### src/rtl/ysyx_22041071_hazard_ctrl_pkg.sv
// Shared encodings for the ysyx_22041071 hazard controller: FSM states,
// forwarding select codes and the scoreboard entry layout.
package ysyx_22041071_hazard_ctrl_pkg;

    typedef enum logic [1:0] {
        ST_RUN     = 2'd0,
        ST_LDSTALL = 2'd1,
        ST_FLUSH   = 2'd2,
        ST_MEMWAIT = 2'd3
    } state_t;

    localparam logic [1:0] FWD_REG = 2'd0;
    localparam logic [1:0] FWD_EX  = 2'd1;
    localparam logic [1:0] FWD_MEM = 2'd2;
    localparam logic [1:0] FWD_WB  = 2'd3;

    localparam logic [6:0] OPCODE_LOAD = 7'b0000011;

    typedef struct packed {
        logic       v;
        logic [4:0] rd;
        logic       ld;
    } sb_entry_t;

    function automatic logic slot_hit(input sb_entry_t s, input logic [4:0] rs);
        return s.v && (s.rd == rs);
    endfunction

    // Youngest producer wins; x0 and unused operands always read the regfile.
    function automatic logic [1:0] fwd_pick(input logic [4:0] rs, input logic use_rs,
                                            input sb_entry_t ex, input sb_entry_t mem,
                                            input sb_entry_t wb);
        if (!use_rs || rs == 5'd0) return FWD_REG;
        if (slot_hit(ex, rs))      return FWD_EX;
        if (slot_hit(mem, rs))     return FWD_MEM;
        if (slot_hit(wb, rs))      return FWD_WB;
        return FWD_REG;
    endfunction

endpackage

### src/rtl/ysyx_22041071_sb_slot.sv
// One scoreboard entry: advances from its predecessor unless the pipe is
// frozen; only the valid bit is cleared by reset.
module ysyx_22041071_sb_slot
    import ysyx_22041071_hazard_ctrl_pkg::*;
(
    input  logic      clk,
    input  logic      reset,
    input  logic      advance,
    input  sb_entry_t d,
    output sb_entry_t q
);

    always_ff @(posedge clk) begin
        if (reset) begin
            q.v <= 1'b0;
        end else if (advance) begin
            q.v <= d.v;
        end
        if (advance) begin
            q.rd <= d.rd;
            q.ld <= d.ld;
        end
    end

endmodule

### src/rtl/ysyx_22041071_hazard_ctrl.sv
// Pipeline hazard controller: scoreboard-based forwarding, load-use stall,
// redirect flush, memory-wait freeze and saturating stall/flush counters.
module ysyx_22041071_hazard_ctrl
    import ysyx_22041071_hazard_ctrl_pkg::*;
#(
    parameter int CNT_W = 32
) (
    input  logic             clk,
    input  logic             reset,
    input  logic             id_valid,
    input  logic [4:0]       id_rs1,
    input  logic [4:0]       id_rs2,
    input  logic             id_use_rs1,
    input  logic             id_use_rs2,
    input  logic [4:0]       id_rd,
    input  logic             id_wen,
    input  logic             id_is_load,
    input  logic             ex_redirect,
    input  logic             mem_ready,
    output logic [1:0]       fwd_sel1,
    output logic [1:0]       fwd_sel2,
    output logic             stall_if,
    output logic             stall_id,
    output logic             bubble_ex,
    output logic             flush_if,
    output logic             flush_id,
    output logic             freeze,
    output logic [1:0]       state,
    output logic [CNT_W-1:0] cnt_stall,
    output logic [CNT_W-1:0] cnt_flush
);

    localparam logic [CNT_W-1:0] CNT_ONE = {{(CNT_W-1){1'b0}}, 1'b1};

    state_t    state_q;
    state_t    state_d;
    sb_entry_t sb_ex;
    sb_entry_t sb_mem;
    sb_entry_t sb_wb;
    sb_entry_t ex_d;
    logic      load_use;
    logic      issue;
    logic      advance;

    assign load_use = id_valid &&
        ((id_use_rs1 && id_rs1 != 5'd0 && sb_ex.ld && slot_hit(sb_ex, id_rs1)) ||
         (id_use_rs2 && id_rs2 != 5'd0 && sb_ex.ld && slot_hit(sb_ex, id_rs2)));

    assign issue   = id_valid && !stall_id && !flush_id && !freeze;
    assign advance = !freeze;

    assign ex_d.v  = issue && id_wen && (id_rd != 5'd0);
    assign ex_d.rd = id_rd;
    assign ex_d.ld = id_is_load;

    ysyx_22041071_sb_slot u_sb_ex (
        .clk(clk), .reset(reset), .advance(advance), .d(ex_d), .q(sb_ex)
    );
    ysyx_22041071_sb_slot u_sb_mem (
        .clk(clk), .reset(reset), .advance(advance), .d(sb_ex), .q(sb_mem)
    );
    ysyx_22041071_sb_slot u_sb_wb (
        .clk(clk), .reset(reset), .advance(advance), .d(sb_mem), .q(sb_wb)
    );

    always_ff @(posedge clk) begin
        if (reset) state_q <= ST_RUN;
        else       state_q <= state_d;
    end

    // MEMWAIT and LDSTALL resolve exactly like RUN; only FLUSH differs.
    always_comb begin
        state_d   = state_q;
        stall_if  = 1'b0;
        stall_id  = 1'b0;
        bubble_ex = 1'b0;
        flush_if  = 1'b0;
        flush_id  = 1'b0;
        freeze    = 1'b0;
        fwd_sel1  = fwd_pick(id_rs1, id_use_rs1, sb_ex, sb_mem, sb_wb);
        fwd_sel2  = fwd_pick(id_rs2, id_use_rs2, sb_ex, sb_mem, sb_wb);
        state     = state_q;
        case (state_q)
            ST_FLUSH: begin
                flush_if = 1'b1;
                if (!mem_ready) begin
                    freeze   = 1'b1;
                    stall_if = 1'b1;
                    stall_id = 1'b1;
                    state_d  = ST_MEMWAIT;
                end else if (load_use) begin
                    stall_if  = 1'b1;
                    stall_id  = 1'b1;
                    bubble_ex = 1'b1;
                    state_d   = ST_LDSTALL;
                end else begin
                    state_d = ST_RUN;
                end
            end
            default: begin
                if (!mem_ready) begin
                    freeze   = 1'b1;
                    stall_if = 1'b1;
                    stall_id = 1'b1;
                    state_d  = ST_MEMWAIT;
                end else if (ex_redirect) begin
                    flush_if  = 1'b1;
                    flush_id  = 1'b1;
                    bubble_ex = 1'b1;
                    state_d   = ST_FLUSH;
                end else if (load_use) begin
                    stall_if  = 1'b1;
                    stall_id  = 1'b1;
                    bubble_ex = 1'b1;
                    state_d   = ST_LDSTALL;
                end else begin
                    state_d = ST_RUN;
                end
            end
        endcase
        if (reset) begin
            state_d   = ST_RUN;
            stall_if  = 1'b0;
            stall_id  = 1'b0;
            bubble_ex = 1'b0;
            flush_if  = 1'b0;
            flush_id  = 1'b0;
            freeze    = 1'b0;
            fwd_sel1  = FWD_REG;
            fwd_sel2  = FWD_REG;
            state     = ST_RUN;
        end
    end

    always_ff @(posedge clk) begin
        if (reset) begin
            cnt_stall <= '0;
            cnt_flush <= '0;
        end else begin
            if (stall_id && cnt_stall != '1) cnt_stall <= cnt_stall + CNT_ONE;
            if (flush_id && cnt_flush != '1) cnt_flush <= cnt_flush + CNT_ONE;
        end
    end

endmodule

### config.mk
export PLATFORM = sky130hd
export DESIGN_NAME = ysyx_22041071_hazard_ctrl
export DESIGN_NICKNAME = d
export VERILOG_FILES = /design/src/rtl/ysyx_22041071_hazard_ctrl_pkg.sv /design/src/rtl/ysyx_22041071_sb_slot.sv /design/src/rtl/ysyx_22041071_hazard_ctrl.sv
export SDC_FILE = /design/constraint.sdc
export NUM_CORES = 1
export LEC_CHECK = 0
export BUFFER_PORTS_ARGS = -buffer_cell sky130_fd_sc_hd__clkbuf_2
export CORE_MARGIN = 2
export CORE_UTILIZATION = 58
export CTS_CLUSTER_SIZE = 24
export DETAILED_ROUTE_END_ITERATION = 6
export PLACE_DENSITY_LB_ADDON = 0.25
export SLEW_MARGIN = 10
export SYNTH_ARGS = -nofsm -noshare
export SYNTH_HDL_FRONTEND = slang
export SYNTH_SLANG_ARGS = --single-unit
### constraint.sdc
create_clock -name clk -period 5.3 [get_ports clk]
set_input_delay 1.325 -clock clk [delete_from_list [all_inputs] [get_ports clk]]
set_output_delay 1.325 -clock clk [all_outputs]
set_load 0.01 [all_outputs]
==> qor.yml <==
setup_path:
  cp.buffers_inverters: 4
  path_cells: "clkbuf_2, or2_2, inv_1, a21oi_4, inv_2, clkbuf_2"
  critPathMaxStageDelay_ps: 490
  endpoint_kind: "output pin"
  critPathMostFrequentCell: "clkbuf_2"
  cp_slowest_cell: "clkbuf_2"
  worst_ep_required_time_ps: 3970
  critical_path.max_fanout: 33
  cp_data_arrival_time_ps: 3060
  start_kind: "input pin"
  crit_type: "in2out"
  crit_family: "buffers and inverters"
synthesis:
  async_reset_ff_share_pct: 0
  syn_inst: 474
  syn-cell-area_um2: 4333
  ys_ff_latch: 85
  synth_edf_count: 16
  yosys_warnings: 0
  synth_seq_area_share_pct: 42.97
  synth_cell_types: 53
  synth_area_per_cell_um2: 9.141
  synthTopCellsByArea: "dfxtp_1 (32%), edfxtp_1 (11%), xor2_1 (9.7%), nor2_1 (5.7%), xnor2_1 (5.5%)"
  synth_nets: 500
  synth_top_cell_area_share_pct: 31.88
  ys.flop_type: "dfxtp_1"
  yosysTopAreaCell: "dfxtp_1"
placed_design:
  io_buffer_count: 99
  dp_hpwl_mm: 6.972
  gp_congestion: 0.8753
clock_tree:
  cts_tree: "built"
  clock_sinks: 85
  clockBufferDepth: 2
  clock_latency_ps: 350
  path_clk_slew_ps: 70
  ctsHoldBuffers: 0
  cts_inserted_buffers: 9
  ctsResizeCount: 0
  cts_root_buffer: "clkbuf_8"
  cts_setup_buffers: 0
  htree_levels: 3
sta:
  finalHoldViolations: 0
  rsz0062_at_grt: "no"
  worstMarginPinSlew_ps: 958.3
  final_max_slew_viol_count: 0
  finClkSkew_ps: 12.50
  min_period_ps: 4381
  fmax_mhz: 228.2
  slew_headroom_pct: 35.57
  finalCritPeriodShare_pct: 82.66
  setup_viol: 0
  final.setup.tns_ps: 0
routing:
  vias_per_cell: 5.571
  vias: 3755
  ant_nets: 0
  drt_iter0_markers: 226
  wl_per_cell_um: 14.01
  wirelength_mm: 9.445
  drc: 0
  dr.pass1.iters: 4
power_and_ir_drop:
  powerDensity_nw_per_um2: 240.7
  power_mw: 1.220
  ir_worst_vdd_mv: 0.1352
  power_leakage_nw: 2.015
layout:
  syn2layout_area_growth_pct: 16.95
  drive_gt1_share_pct: 23.30
  seqCellArea_um2: 1862
  multi_input_comb_area_um2: 2340
  fillers: 610
  num-nets-final: 596
  diodes: 0
global_route:
  grt_pass1_wl_mm: 15.58
  grt_pass1_vias: 3344
  grt_usage_pct: 22.97
  antenna_found_initial: 0
  grt_max_degree: 55
  overflow: 0
floorplanning:
  start_util_pct: 59.74
  dieArea_um2: 8178
  rows: 31
  core_area_um2: 7253
  die_w_um: 90.43
  die_y_um: 90.43
  num_io_pins: 100
run:
  drv_cap: 0
min_path:
  hp-class: "reg2reg"
run_status:
  status: "complete, no violations"
[layout make-up]
type	instances	area share, %
Multi-Input combinational cell	364	46.17
Sequential cell	85	36.74
Timing Repair Buffer	101	10.07
Clock buffer	13	3.556
Tap cell	99	2.444
Inverter	9	0.6667
Clock inverter	3	0.3457
[worst register-to-register path, cell delays in order (launching register included)]
cell and delay [ps]:
dfxtp_1 430, and4_1 310, nand2_1 160, nor4_2 600, a21o_1 520, nor2_1 160
nand2_1 120, mux2_2 330
[metrics by stage]
step | utilization, % | hold slack, ps | cells | setup slack (ps) | instance area (um^2)
2_1_floorplan | - | 434.6 | 474 | 1278 | 4333
3_3_place_gp | 67.14 | 468.9 | 658 | 912.8 | 4870
4_1_cts | 69.86 | 492.5 | 674 | 880.5 | 5067
6_report | 69.86 | 484.1 | 674 | 918.8 | 5067
5_1_grt | 69.86 | 531.1 | 674 | 703.0 | 5067
3_5_place_dp | 67.14 | 478.7 | 658 | 895.2 | 4870
[cell usage after synthesis (all sizes together) (4+ instances only)]
cell type,number
and2,4
nor2b,14
mux2i,4
buf,6
clkbuf,8
nand2,32
a21oi,14
xor2,48
or3,4
o21ai,8
nor3,22
and4,9
edfxtp,16
nor4,17
nand3,28
and3,11
nor2,66
mux2,8
or4,6
inv,9
nand4,18
dfxtp,69
xnor2,27
[sequential cells by signal (all words and copies together) (netlist names)]
signal,flops
cnt_flush,32
cnt_stall,32
u_sb_ex.q,7
u_sb_mem.q,6
u_sb_wb.q,6
state_q,2
[worst paths after layout]
check                           slack [ps]  depth (start not counted)                         end                        from
worst min register to register         480                          2   u_sb_ex.q[6]$_SDFFE_PP0N_   u_sb_ex.q[6]$_SDFFE_PP0N_
worst min-delay path                   480                          2   u_sb_ex.q[6]$_SDFFE_PP0N_   u_sb_ex.q[6]$_SDFFE_PP0N_
worst max register to register        2560                          7  cnt_stall[27]$_SDFFE_PP0P_  cnt_stall[19]$_SDFFE_PP0P_
worst max-delay path                   920                          6                    stall_if                       reset
[cells in the final DEF (no fill, tap or decap), types with 7 or more instances in the layout]
master	netlist	routed
a21oi_1	13	13
and3_1	9	9
and4_1	8	8
clkbuf_2	0	99
clkbuf_8	0	11
dfxtp_1	69	69
edfxtp_1	16	16
inv_1	7	7
nand2_1	32	32
nand3_1	28	28
nand4_1	18	18
nor2_1	66	66
nor2b_1	14	14
nor3_1	20	20
nor4_1	16	16
o21ai_0	7	7
xnor2_1	27	27
xor2_1	48	48
[metal layers]
| layer | up-vias | GRT usage, % | wire (um) |
|---|---|---|---|
| met5 | - | 0 | 0 |
| met3 | 15 | 4.174 | 458 |
| met2 | 93 | 37.47 | 4506 |
| met4 | 0 | 8.974 | 173 |
| met1 | 1776 | 30.39 | 4307 |
| li1 | 1871 | - | - |
[where the power goes]
group	leakage, nW	internal, mW	switching (mW)
Sequential	0.719	0.676	0.0169
Clock	0.101	0.223	0.217
Combinational	1.20	0.0339	0.0528
Total	2.02	0.933	0.287
[cells by family (layout without fill, tap and decap cells)]
group	Yosys count	in the layout	share of synthesized area (%)
AO/OA/AOI/OAI	34	34	5.891
flip-flops	85	85	42.97
adder cells (fa/ha/maj)	2	2	0.5774
XOR/XNOR	75	75	15.16
multiplexers	12	12	3.090
buffers and inverters	25	126	3.032
AND/OR/NAND/NOR	241	241	29.28
(Power assumes the default switching activity.)
